===== config.mk =====
export PLATFORM = sky130hd
export DESIGN_NAME = osd_cmd_arbiter
export DESIGN_NICKNAME = d
export VERILOG_FILES = /design/src/rtl/osd_cmd_arbiter.sv
export SDC_FILE = /design/constraint.sdc
export NUM_CORES = 1
export LEC_CHECK = 0
export BUFFER_PORTS_ARGS = -buffer_cell sky130_fd_sc_hd__buf_2
export CELL_PAD_IN_SITES_DETAIL_PLACEMENT = 0
export CELL_PAD_IN_SITES_GLOBAL_PLACEMENT = 2
export CORE_UTILIZATION = 22
export CTS_CLUSTER_DIAMETER = 50
export CTS_CLUSTER_SIZE = 30
export DETAILED_ROUTE_END_ITERATION = 7
export MAX_ROUTING_LAYER = met4
export PLACE_DENSITY = 0.84
export REMOVE_ABC_BUFFERS = 1
export SYNTH_ARGS = -nofsm -noshare
export SYNTH_HDL_FRONTEND = slang
export SYNTH_SLANG_ARGS = --single-unit

===== constraint.sdc =====
create_clock -name clk -period 1.6 [get_ports clk]
set_input_delay 0.08 -clock clk [delete_from_list [all_inputs] [get_ports clk]]
set_output_delay 0.08 -clock clk [all_outputs]
set_load 0.05 [all_outputs]

===== src/rtl/osd_cmd_arbiter.sv =====
// ---------------------------------------------------------------------------
// osd_cmd_arbiter
//
// Purpose:
//   Arbitrates two byte-stream packet sources onto the single command-byte
//   input of an on-screen-display engine. A packet is owned from its first
//   byte to its last byte. Simultaneous packet starts are resolved
//   round-robin. Every packet is followed by one dead (GAP) cycle.
//   Forwarded bytes appear one cycle after they are accepted.
//
// Optional feature (macro OSD_ARB_TIMEOUT_EN):
//   When defined, an owner that stalls for TIMEOUT consecutive granted
//   cycles loses the grant. The packet is abandoned and abort_cnt counts
//   the event, saturating at 255. When undefined, a grant is held until
//   the last byte and abort_cnt is tied to 0.
//
// Parameters:
//   TIMEOUT     idle granted cycles before the grant is revoked (1..255)
//
// Ports:
//   clk                       sole clock
//   reset                     synchronous, active-high reset
//   reqN_valid/first/last     byte present / first byte / last byte (N=0,1)
//   reqN_data[7:0]            packet byte
//   reqN_ready                byte taken this cycle when reqN_valid is high
//   out_strobe                one-cycle strobe per forwarded byte
//   out_start                 forwarded byte is a command (first) byte
//   out_data[7:0]             forwarded byte
//   grant[1:0]                one-hot current owner, 00 when none
//   abort_cnt[7:0]            saturating count of timed-out packets
// ---------------------------------------------------------------------------
module osd_cmd_arbiter #(
    parameter int unsigned TIMEOUT = 255
) (
    input  logic       clk,
    input  logic       reset,
    input  logic       req0_valid,
    input  logic       req0_first,
    input  logic       req0_last,
    input  logic [7:0] req0_data,
    output logic       req0_ready,
    input  logic       req1_valid,
    input  logic       req1_first,
    input  logic       req1_last,
    input  logic [7:0] req1_data,
    output logic       req1_ready,
    output logic       out_strobe,
    output logic       out_start,
    output logic [7:0] out_data,
    output logic [1:0] grant,
    output logic [7:0] abort_cnt
);

    if (TIMEOUT < 1 || TIMEOUT > 255) begin : g_bad_timeout
        $error("osd_cmd_arbiter: TIMEOUT must lie in 1..255");
    end

    localparam logic [1:0] ST_IDLE  = 2'd0;
    localparam logic [1:0] ST_GRANT = 2'd1;
    localparam logic [1:0] ST_GAP   = 2'd2;

    logic [1:0] state_q, state_d;
    logic       owner_q, owner_d;     // 0: req0 owns, 1: req1 owns
    logic       rr_q, rr_d;           // requester that completed the latest packet
    logic       out_strobe_q, out_strobe_d;
    logic       out_start_q, out_start_d;
    logic [7:0] out_data_q, out_data_d;
    logic       rdy0, rdy1;

    // Owner-side view of the request lines.
    logic       sel_valid, sel_first, sel_last;
    logic [7:0] sel_data;
    logic       cand0, cand1;

    assign sel_valid = owner_q ? req1_valid : req0_valid;
    assign sel_first = owner_q ? req1_first : req0_first;
    assign sel_last  = owner_q ? req1_last  : req0_last;
    assign sel_data  = owner_q ? req1_data  : req0_data;

    assign cand0 = req0_valid & req0_first;
    assign cand1 = req1_valid & req1_first;

`ifdef OSD_ARB_TIMEOUT_EN
    localparam logic [7:0] TIMEOUT_C = TIMEOUT[7:0];

    logic [7:0] tmo_cnt_q, tmo_cnt_d;
    logic [7:0] abort_cnt_q, abort_cnt_d;
    logic [7:0] tmo_inc;

    assign tmo_inc = tmo_cnt_q + 8'd1;
`endif

    always_comb begin
        // NOTE: every signal assigned in this block gets a default first, so
        // no path leaves one unassigned and no latch is inferred.
        state_d      = state_q;
        owner_d      = owner_q;
        rr_d         = rr_q;
        out_strobe_d = 1'b0;
        out_start_d  = 1'b0;
        out_data_d   = 8'h00;
        rdy0         = 1'b0;
        rdy1         = 1'b0;
`ifdef OSD_ARB_TIMEOUT_EN
        tmo_cnt_d    = tmo_cnt_q;
        abort_cnt_d  = abort_cnt_q;
`endif

        case (state_q)
            ST_IDLE: begin
                // Mid-packet bytes seen while idle belong to no packet:
                // swallow them so the source resynchronises on a first byte.
                // A first byte is held back and taken in the GRANT cycle.
                rdy0 = req0_valid & ~req0_first;
                rdy1 = req1_valid & ~req1_first;
                if (cand0 | cand1) begin
                    state_d = ST_GRANT;
                    // On a tie, serve the requester that did not finish last.
                    owner_d = (cand0 & cand1) ? ~rr_q : cand1;
`ifdef OSD_ARB_TIMEOUT_EN
                    tmo_cnt_d = 8'h00;
`endif
                end
            end

            ST_GRANT: begin
                rdy0 = ~owner_q;
                rdy1 = owner_q;
                // The owner's ready is high throughout GRANT, so its valid
                // alone marks a transfer; a transfer always beats a timeout.
                if (sel_valid) begin
                    out_strobe_d = 1'b1;
                    out_start_d  = sel_first;
                    out_data_d   = sel_data;
`ifdef OSD_ARB_TIMEOUT_EN
                    tmo_cnt_d    = 8'h00;
`endif
                    if (sel_last) begin
                        state_d = ST_GAP;
                        rr_d    = owner_q;
                    end
                end
`ifdef OSD_ARB_TIMEOUT_EN
                else begin
                    tmo_cnt_d = tmo_inc;
                    if (tmo_inc == TIMEOUT_C) begin
                        state_d = ST_GAP;
                        if (abort_cnt_q != 8'hFF) begin
                            abort_cnt_d = abort_cnt_q + 8'd1;
                        end
                    end
                end
`endif
            end

            ST_GAP: begin
                state_d = ST_IDLE;
            end

            default: begin
                state_d = ST_IDLE;
            end
        endcase
    end

    always_ff @(posedge clk) begin
        // NOTE: state registers use non-blocking assignments so every flop
        // samples the pre-edge values, independent of statement order.
        if (reset) begin
            state_q      <= ST_IDLE;
            owner_q      <= 1'b0;
            rr_q         <= 1'b1;   // req1 marked as last served: a tie favours req0
            out_strobe_q <= 1'b0;
            out_start_q  <= 1'b0;
            out_data_q   <= 8'h00;
        end else begin
            state_q      <= state_d;
            owner_q      <= owner_d;
            rr_q         <= rr_d;
            out_strobe_q <= out_strobe_d;
            out_start_q  <= out_start_d;
            out_data_q   <= out_data_d;
        end
    end

`ifdef OSD_ARB_TIMEOUT_EN
    always_ff @(posedge clk) begin
        if (reset) begin
            tmo_cnt_q   <= 8'h00;
            abort_cnt_q <= 8'h00;
        end else begin
            tmo_cnt_q   <= tmo_cnt_d;
            abort_cnt_q <= abort_cnt_d;
        end
    end

    assign abort_cnt = reset ? 8'h00 : abort_cnt_q;
`else
    assign abort_cnt = 8'h00;
`endif

    // Reset is synchronous, so the registers still hold pre-reset values
    // during the first reset cycle. Masking the outputs makes the block
    // look idle for every cycle that reset is high, and suppresses the
    // strobe of a byte accepted just before reset.
    assign req0_ready = rdy0 & ~reset;
    assign req1_ready = rdy1 & ~reset;
    assign out_strobe = out_strobe_q & ~reset;
    assign out_start  = out_start_q & ~reset;
    assign out_data   = reset ? 8'h00 : out_data_q;
    assign grant      = (state_q == ST_GRANT && !reset) ? {owner_q, ~owner_q} : 2'b00;

endmodule

# [Word-level counts from Yosys, hierarchy flattened]
# Cells that the tools add are included.
[op_classes] n_addsub=0 multipliers=0 n_div=0 magnitude_cmp=0 n_eq_ne=4 n_shift=0 mux=14 bitwise=17 reduce_logical=8
[op_table] operator="8-bit 2-to-1 mux" count=2
[op_table] operator="1-bit AND" count=9
[op_table] operator="2-bit 2-to-1 mux" count=4
[op_table] operator="1-bit NOT" count=7
[op_table] operator="2-bit != test (second input constant)" count=3
[op_table] operator="3-bit AND reduction" count=2
[op_table] operator="1-bit 2-to-1 mux" count=5
[op_table] operator="1-bit one-hot mux with 2 select lines" count=2
[op_table] operator="2-bit one-hot mux with 2 select lines" count=1
[op_table] operator="3-bit OR reduction" count=1
[op_table] operator="2-bit by 1-bit equality test with 1-bit output (second input constant)" count=1
[op_table] operator="2-bit zero test" count=1
[op_table] operator="2-bit AND reduction" count=1
[op_table] operator="2-bit OR reduction" count=1
[op_table] operator="1-bit logical AND" count=1
[op_table] operator="1-bit zero test" count=1
[op_table] operator="1-bit OR" count=1
[totals] ff_bits=14 latchBits=0 mem_bits_rw=0 mem_bits_ro=0 out_inout_bits=22 word_cells=49 memories=0

# [Logic depth before layout (Yosys ltp)]
# Gate-level depths: netlist of the first run.
[logic_depth] ltp_word=4 depth_mapped=4

# [Least setup slack after synthesis of the first run]
# No wires, ideal clock.
[synth_timing] path_kind="register to register" from="register owner_q" to="register rr_q" setup_time_ps=181 t_arrival_ps=1886 setup_slack_ps=-466 stages_incl_launch_ff=5 synth_period_minus_slack_ps=2066 cell_sequence="dfxtp_1 buf_2 nand2b_1 nor3_1 a32oi_1"
[synth_via] elab_chain_cells=2 elab_cells_between_ends=3 cone_classes="mux (2); reduce/logical (1)"
[synth_lines] item="start: declaration" line="63" rtl="logic owner_q, owner_d;"
[synth_lines] item="start signal: assignment" line="178" rtl="owner_q <= owner_d;"
[synth_lines] item="1-bit 2-to-1 mux, on equally long branches" line="75, 77"
[synth_lines] item="3-bit AND reduction (no source line)"
[synth_lines] item="end signal: assignment" line="179" rtl="rr_q <= rr_d;"
[synth_lines] item="end: declaration" line="64" rtl="logic rr_q, rr_d;"
# Parallel ways exist; a longest one is shown, timed or not.
# A chain may end at the register's enable or synchronous reset.

# [Worst setup path after layout of the first run]
[layout_timing] from="register state_q[0]" to="output port req0_ready"
[layout_via] elab_chain_cells=3 elab_cells_between_ends=4 cone_classes="eq/ne (1); mux (1); bitwise (1); reduce/logical (1)"
[layout_lines] item="start: declaration" line="62" rtl="logic [1:0] state_q, state_d;"
[layout_lines] item="start signal: assignment" line="177" rtl="state_q <= state_d;"
[layout_lines] item="2-bit by 1-bit equality test with 1-bit output / 2-bit zero test (equally long branches)" line="109" rtl="case (state_q)"
[layout_lines] item="1-bit one-hot mux with 2 select lines (*)" line="109"
[layout_lines] item="1-bit AND (*)" line="206" rtl="assign req0_ready = rdy0 & ~reset;"
[layout_lines] item="end: declaration" line="41" rtl="output logic req0_ready,"
# Mark *: on every way between the ends. The rest lies on a longest branch, timed or not.

==> flow_metrics.tcl, run 1 <==
set metrics [dict create \
    status "complete, no violations" \
    p_leak_nw 0.462 \
    fp.dieW_um 60.1 \
    ant_nets 0 \
    synth_warnings 0 \
    wirelength_um 1590 \
    synth.cell_area_sq_um 743 \
    dpl-instance-area_sq_um 928 \
    worst_ep_required_time_ns 1.52 \
    initial_core_util_pct 23.8 \
    finalHoldViolCount 0 \
    cp.arrival_ns 1.42 \
    drive_above_1_share_pct 40.0 \
    worstPathMaxFanout 10 \
    ys_seq_elements 14 \
    coreArea_sq_um 3130 \
    clockBufferDepth 2 \
    syn_avg_cell_area_sq_um 8.95 \
    min_period_ns 1.50 \
    p_total_w 0.000839 \
    postSynth.asyncResetShare_pct 0 \
    post_cts_buffers 0 \
    syn_to_final_growth_pct 30.3 \
    port-buffer-count 37 \
    setup_slack_ns 0.0970 \
    antenna_found_initial 0 \
    startpoint_type "flop" \
    hold-worst-slack_ns 0.0143 \
    design_area_sq_um 968 \
    critPathKind "reg -> out" \
    synth-simple-area-share_pct 28.5 \
    nets 145 \
    drt_iter0_drc 4 \
    die_h_um 60.1 \
    drtPass1Iterations 2 \
    htree_levels 1 \
    synthFlopType "dfxtp_1" \
    dp_cells 160 \
    io_pins 46 \
    muxShareOfSynthArea_pct 13.6 \
    setup_viol 0 \
    synthAdderAreaFrac_pct 0 \
    layout.cells.non_filler 164 \
    hold_class "in -> reg" \
    cts_tree "yes" \
    ys_seq_area_share_pct 37.7 \
    synth_xor_area_share_pct 0 \
    clkSinkCount 14 \
    synthDistinctLibCells 30 \
    die_area_sq_um 3610 \
    grt_pass1_vias 589 \
    slew_viol_final 0 \
    synth_top_family_by_area "simple AND/OR/NAND/NOR gates" \
    min_period_over_period_pct 93.9 \
    max-cap-violations 0 \
    grt_use_total_pct 9.93 \
    vias_per_cell 4.10 \
    postCtsHoldBufs 0 \
    std_cell_rows 20 \
    via_count 672 \
    max_freq_mhz 665 \
    grt_max_degree 17 \
    grt_first_pass_wirelength_um 2550 \
    synth_edf_count 0 \
    numCtsBuffers 3 \
    insertion_delay_ns 0.28 \
    end_kind "output port" \
    dp_slack_ns 0.308 \
    ir_drop_v 0.000496 \
    syn_inst 83 \
    grt_overflow_total 0 \
    fin_skew_ns 0.00542 \
    clkTransAtPathRegs_ns 0.09 \
    routedWlPerCell_um 9.68 \
    synth-compound-area-share_pct 6.73 \
    diodes 0 \
    powerDensity_nw_per_um2 866 \
    rsz0062_at_grt "no" \
    route.detailed.drc 0 \
    gp_congestion 0.710 \
    root_buffer "clkbuf_4" \
    fillerInstances 358 \
]
-- critical path, stage by stage, from the launching register on --
cell and delay (ns):
dfxtp_2 0.38, or3b_1 0.37, a21boi_0 0.18, buf_4 0.22
-- kinds of logic after synthesis --
group | Yosys count
DFF | 14
other | 1
muxes | 10
buffers and inverters | 14
and+or+nand+nor | 37
AOI/OAI and AO/OA | 7
-- flip-flops by register name, summed over array words and instances, names as in the netlist --
register,cells
out_data_q,8
out_start_q,1
out_strobe_q,1
owner_q,1
rr_q,1
state_q,2
-- layout make-up --
class	instances	area, sq um	area share, %
clock buffer	4	36.3	3.75
multi-input combinational	62	393	40.6
sequential	14	282	29.1
tap	44	55.1	5.68
inverter	2	7.51	0.775
timing repair buffer	38	195	20.2
-- report_power, final --
group          internal, W  switching [W]
Sequential        0.000364      0.0000141
Clock             0.000138       0.000117
Combinational    0.0000696       0.000137
Total             0.000572       0.000267
-- metrics by stage --
| step | setup TNS [ns] | utilization, % |
|---|---|---|
| 6_report | 0 | 31.0 |
| 3_5_place_dp | 0 | 29.7 |
| 2_1_floorplan | -1.61 | - |
| 3_3_place_gp | 0 | 29.7 |
| 4_1_cts | 0 | 30.9 |
| 5_1_grt | 0 | 31.0 |
-- cells in the final DEF (no fill, tap or decap) --
cell type  netlist  routed
buf_4            8       2
or3_4            1       1
nor2b_1         11      11
dfxtp_1         14      13
nand3_2          1       1
conb_1           1       8
o21ai_0          1       1
o22ai_1          1       1
a21oi_1          1       1
mux2i_1          9       9
or2_2            1       1
dfxtp_2          0       1
buf_2            2      36
or3b_1           1       1
nand2_1          2       2
nand4_1          1       1
nor2_1          11      11
mux2_2           1       1
nor3b_1          1       1
inv_1            2       2
a22oi_1          1       1
nand2b_1         1       1
a21boi_0         1       1
a32oi_1          1       1
nor3_1           2       2
nand3_1          2       2
and3_1           1       1
and4b_2          1       1
a32o_1           1       1
clkbuf_4         0       3
clkbuf_8         0       1
-- what timing repair did --
action	in CTS	in global routing
pin swaps	0	0
cloned	0	0
setup endpoints to repair	1	3
gates resized for setup	1	1
-- final timing paths --
kind / from / end / slack, ns / cells after the start
setup / recovery: state_q[0]$_SDFFE_PP0P_ / req0_ready / 0.1 / 3
hold / removal: req0_last / rr_q$_SDFFE_PP1P_ / 0.01 / 2
setup reg to reg: owner_q$_SDFFE_PP0P_ / out_data_q[4]$_SDFF_PP0_ / 0.38 / 3
hold reg to reg: rr_q$_SDFFE_PP1P_ / rr_q$_SDFFE_PP1P_ / 0.52 / 2
-- cell usage after synthesis (all sizes together) (2+ instances only) --
| cell | count | area (sq um) |
|---|---|---|
| nand2 | 2 | 7.51 |
| nor2 | 11 | 41.3 |
| nor2b | 11 | 68.8 |
| dfxtp | 14 | 280 |
| mux2i | 9 | 90.1 |
| nand3 | 3 | 20.0 |
| buf | 11 | 85.1 |
| nor3 | 2 | 10.0 |
| inv | 2 | 7.51 |
-- metal layers --
metal  global-route usage, %  wire length (um)  up-vias
li1                        -                 -      338
met4                       0                 0        0
met2                    16.6               769       26
met5                       -                 0        -
met1                    11.2               679      308
met3                    4.98               138        0
Power figures use the tool's default switching activity.
==> run 2, diff against run 1 <==
--- a/config.mk
+++ b/config.mk
@@ -6,14 +6,14 @@
 export NUM_CORES = 1
 export LEC_CHECK = 0
 export BUFFER_PORTS_ARGS = -buffer_cell sky130_fd_sc_hd__buf_2
-export CELL_PAD_IN_SITES_DETAIL_PLACEMENT = 0
-export CELL_PAD_IN_SITES_GLOBAL_PLACEMENT = 2
-export CORE_UTILIZATION = 22
+export CELL_PAD_IN_SITES_DETAIL_PLACEMENT = 1
+export CELL_PAD_IN_SITES_GLOBAL_PLACEMENT = 1
+export CORE_UTILIZATION = 28
 export CTS_CLUSTER_DIAMETER = 50
 export CTS_CLUSTER_SIZE = 30
 export DETAILED_ROUTE_END_ITERATION = 7
 export MAX_ROUTING_LAYER = met4
-export PLACE_DENSITY = 0.84
+export PLACE_DENSITY = 0.82
 export REMOVE_ABC_BUFFERS = 1
 export SYNTH_ARGS = -nofsm -noshare
 export SYNTH_HDL_FRONTEND = slang
==> constraint.sdc (replaced) <==
create_clock -name clk -period 1.41 [get_ports clk]
set_input_delay 0.0705 -clock clk [delete_from_list [all_inputs] [get_ports clk]]
set_output_delay 0.0705 -clock clk [all_outputs]
set_load 0.05 [all_outputs]
==> flow_metrics.tcl, run 2 (synthesis gave the netlist of run 1 again) <==
set metrics [dict create \
    status "finished, violations left" \
    violations "setup timing" \
    hold_class "in -> reg" \
    clockBufferDepth 2 \
    layout.cells.non_filler 155 \
    worst-path-stages 3 \
    std_cell_rows 18 \
    dp_hpwl_um 1450 \
    die_h_um 53.5 \
    setup_viol 1 \
    cts_tree "yes" \
    startpoint_type "flop" \
    largest_reg_flops 8 \
    slew_viol_final 0 \
    max_freq_mhz 702 \
    p_leak_nw 0.493 \
    max_stage_delay_ns 0.37 \
    grt_pass1_vias 686 \
    clkSinkCount 14 \
    finalHoldViolCount 0 \
    worst-path-buf-inv 1 \
    cp_slowest_cell "dfxtp_4" \
    drtPass1Iterations 4 \
    rsz0062_at_grt "yes" \
    min_path_cells 3 \
    drive_above_1_share_pct 44.8 \
    fillerInstances 308 \
    io_pins 46 \
    fp.dieW_um 53.5 \
    regMostFlops "out_data_q" \
    clkTransAtPathRegs_ns 0.09 \
    dp_cells 147 \
    grt_first_pass_wirelength_um 3110 \
    htree_levels 1 \
    crit_family "flip-flops" \
    reg2reg_depth 4 \
    powerDensity_nw_per_um2 969 \
    fin_setup_tns_ns -0.0150 \
    most-common-layout-cells "buf_2 (33), dfxtp_1 (12), nor2b_1 (11)" \
    diodes 0 \
    gp_congestion 0.755 \
    via_count 695 \
    numCtsBuffers 3 \
    setup_slack_ns -0.0150 \
    end_kind "output port" \
    grt_max_degree 17 \
    max-cap-violations 0 \
    die_area_sq_um 2860 \
    min_period_ns 1.42 \
    cp.arrival_ns 1.35 \
    port-buffer-count 37 \
    vias_per_cell 4.48 \
    coreArea_sq_um 2500 \
    worstPathMaxFanout 5 \
    route.detailed.drc 0 \
    critPathKind "reg -> out" \
    layout_commonest_cell "buf_2" \
    fin_skew_ns 0.00724 \
    ant_nets 0 \
    min_period_over_period_pct 101 \
    insertion_delay_ns 0.28 \
    root_buffer "clkbuf_4" \
    routedWlPerCell_um 12.2 \
    nets 150 \
    grt_overflow_total 0 \
    wirelength_um 1890 \
    largest_registers "out_data_q x8, state_q x2" \
    drt_iter0_drc 7 \
    grt_use_total_pct 15.8 \
    antenna_found_initial 0 \
    worst_ep_required_time_ns 1.34 \
    ir_drop_v 0.000397 \
    syn_to_final_growth_pct 37.2 \
    path_cells "or3b_1 -> a21boi_1 -> buf_4" \
    initial_core_util_pct 29.7 \
]
## run 2: area by class of cell
cell class	count	area, sq um	share of cell area (%)
clock buffers	4	36.3	3.56
flip-flops and latches	14	285	28.0
well taps	30	37.5	3.68
repair buffers	43	243	23.8
multi-input cells	62	410	40.2
inverters	2	7.51	0.736
## run 2: metal layers
layer / up-vias / global-route usage (%) / part of all wire (%)
met2: 24 / 29.0 / 54
met4: 0 / 7.89 / 1.4
met1: 319 / 17.0 / 41
li1: 350 / - / -
met3: 2 / 0.862 / 3.9
met5: - / - / 0
## run 2: worst paths after layout
kind / startpoint / to / slack [ns]
setup / recovery: state_q[0]$_SDFFE_PP0P_ / req0_ready / -0.01
hold / removal: req0_data[5] / out_data_q[5]$_SDFF_PP0_ / 0.02
setup reg to reg: state_q[0]$_SDFFE_PP0P_ / owner_q$_SDFFE_PP0P_ / 0.04
hold reg to reg: rr_q$_SDFFE_PP1P_ / rr_q$_SDFFE_PP1P_ / 0.51
## run 2: stage by stage
step	power (W)	hold slack, ns	utilization, %	area [sq um]	setup slack [ns]
3_5_place_dp	0.000678	0.308	36.7	918	0.0898
2_1_floorplan	0.000597	0.165	-	681	-0.797
4_1_cts	0.000996	0.0110	40.1	1000	-0.0228
5_1_grt	0.00104	0.0199	40.8	1020	-0.0594
3_3_place_gp	0.000668	0.297	36.7	918	0.151
6_report	0.000988	0.0209	40.8	1020	-0.0150
## run 2: report_power, final
| part | internal, W | total [W] | switching, W |
|---|---|---|---|
| logic | 0.000101 | 0.000271 | 0.000170 |
| clock network | 0.000157 | 0.000290 | 0.000133 |
| registers | 0.000413 | 0.000427 | 0.0000134 |
| total | 0.000671 | 0.000988 | 0.000316 |
## run 2: worst reg2reg max path, cell delays in order (launching register included)
cell     delay, ns
dfxtp_4       0.37
buf_4         0.14
buf_4         0.13
or3_4         0.38
a32o_1        0.25
## run 2: repair_timing
action | in CTS | in global routing
hold buffers | 1 | 0
endpoints found under the hold margin | 1 | 0
buffers inserted | 3 | 0
gates resized for setup | 8 | 4
endpoints found under the setup margin | 4 | 4
pin swaps | 2 | 2
==> run 3, diff against run 2 <==
--- a/config.mk
+++ b/config.mk
@@ -14,7 +14,7 @@
 export DETAILED_ROUTE_END_ITERATION = 7
 export MAX_ROUTING_LAYER = met4
 export PLACE_DENSITY = 0.82
-export REMOVE_ABC_BUFFERS = 1
 export SYNTH_ARGS = -nofsm -noshare
 export SYNTH_HDL_FRONTEND = slang
 export SYNTH_SLANG_ARGS = --single-unit
+export TNS_END_PERCENT = 100
==> flow_metrics.tcl, run 3 (synthesis gave the netlist of run 1 again) <==
set metrics [dict create \
    status "complete, no violations" \
    syn_to_final_growth_pct 38.7 \
    grt_first_pass_wirelength_um 2840 \
    diodes 0 \
    largest_reg_flops 8 \
    vias_per_cell 4.71 \
    hold-worst-slack_ns 0.0205 \
    ir_drop_v 0.000458 \
    design_area_sq_um 1030 \
    layout_commonest_cell "buf_2" \
    hold_end "out_data_q[3]$_SDFF_PP0_" \
    htree_levels 1 \
    nets 149 \
    grt_use_total_pct 14.9 \
    setup_viol 0 \
    clkTransAtPathRegs_ns 0.08 \
    hold_class "in -> reg" \
    cp.arrival_ns 1.33 \
    max-cap-violations 0 \
    p_leak_nw 0.490 \
    setup_slack_ns 0.0107 \
    r2r_start "state_q[0]$_SDFFE_PP0P_" \
    cts_tree "yes" \
    drtPass1Iterations 2 \
    gp_congestion 0.784 \
    largest_registers "out_data_q x8, state_q x2" \
    slew_viol_final 0 \
    routedWlPerCell_um 12.3 \
    grt_max_degree 12 \
    p_total_w 0.000989 \
    worstPathMaxFanout 4 \
    coreArea_sq_um 2500 \
    drt_iter0_drc 1 \
    rsz0062_at_grt "yes" \
    initial_core_util_pct 29.7 \
    insertion_delay_ns 0.28 \
    root_buffer "clkbuf_4" \
    min_period_ns 1.40 \
    max_freq_mhz 715 \
    fp.dieW_um 53.5 \
    port-buffer-count 37 \
    regMostFlops "out_data_q" \
    most-common-layout-cells "buf_2 (33), dfxtp_1 (12), nor2b_1 (11)" \
    finalHoldViolCount 0 \
    die_area_sq_um 2860 \
    startpoint_type "flop" \
    final_util_pct 41.2 \
    r2r_setup_slack_ns 0.15 \
    dp_hpwl_um 1490 \
    fin_skew_ns 0.00544 \
    min_period_over_period_pct 99.2 \
    io_pins 46 \
    dp_slack_ns 0.124 \
    min_path_cells 3 \
    min-delay-start "req0_data[3]" \
    dpl-instance-area_sq_um 938 \
    grt_overflow_total 0 \
    critPathKind "reg -> out" \
    std_cell_rows 18 \
    via_count 725 \
    drive_above_1_share_pct 46.0 \
    clockBufferDepth 2 \
    reg2reg_depth 3 \
    grt_pass1_vias 700 \
    clkSinkCount 14 \
    rr_endpoint "owner_q$_SDFFE_PP0P_" \
    numCtsBuffers 3 \
    die_h_um 53.5 \
    antenna_found_initial 0 \
    ant_nets 0 \
    wirelength_um 1890 \
    worst_ep_required_time_ns 1.34 \
    end_kind "output port" \
    powerDensity_nw_per_um2 959 \
    route.detailed.drc 0 \
]
-- run 3: metal layers --
metal / GRT usage (%) / vias to the layer above / routed length (um)
met5: - / - / 0
met4: 9.65 / 0 / 37
met3: 3.74 / 6 / 103
met2: 26.7 / 28 / 1010
met1: 14.0 / 347 / 736
li1: - / 344 / -
-- run 3: where the power goes --
group / total (W) / internal [W] / switching (W)
Sequential: 0.000427 / 0.000413 / 0.0000135
Clock: 0.000289 / 0.000157 / 0.000132
Combinational: 0.000273 / 0.000100 / 0.000173
Total: 0.000989 / 0.000671 / 0.000318
-- run 3: how the worst max path moves through the flow --
stage / from / to / slack [ns]
finish: state_q[0]$_SDFFE_PP0P_ / req0_ready / 0.01
global route: state_q[0]$_SDFFE_PP0P_ / req0_ready / -0.03
CTS: state_q[0]$_SDFFE_PP0P_ / req0_ready / -0.0009
detailed placement: state_q[0]$_SDFFE_PP0P_ / req0_ready / 0.12
global placement: state_q[0]$_SDFFE_PP0P_ / req0_ready / 0.17
floorplan: owner_q$_SDFFE_PP0P_ / rr_q$_SDFFE_PP1P_ / -0.18
-- run 3: critical path, stage by stage, from the launching register on --
cell and delay [ns]:
dfxtp_4 0.36, or3b_1 0.37, a21boi_2 0.15, buf_6 0.17
-- run 3: cell type report --
class                      count  area (sq um)
fill                         307          1470
multi-input combinational     62           425
sequential                    14           285
timing repair buffer          42           239
tap                           30          37.5
clock buffer                   4          36.3
inverter                       2          7.51
-- run 3: what timing repair did --
action                     in CTS  in global routing
gates cloned                    0                  0
pin swaps                       2                  0
hold endpoints to repair        1                  0
buffers inserted                2                  0
hold buffers                    1                  0
resized for setup               8                  4
setup endpoints to repair       4                  4
-- run 3: per-stage QoR --
stage                     std cells   TNS [ns]
after detailed placement        147          0
after global placement          147          0
after floorplan                  90     -0.182
after global routing            154    -0.0577
final                           154          0
after CTS                       154  -0.000949
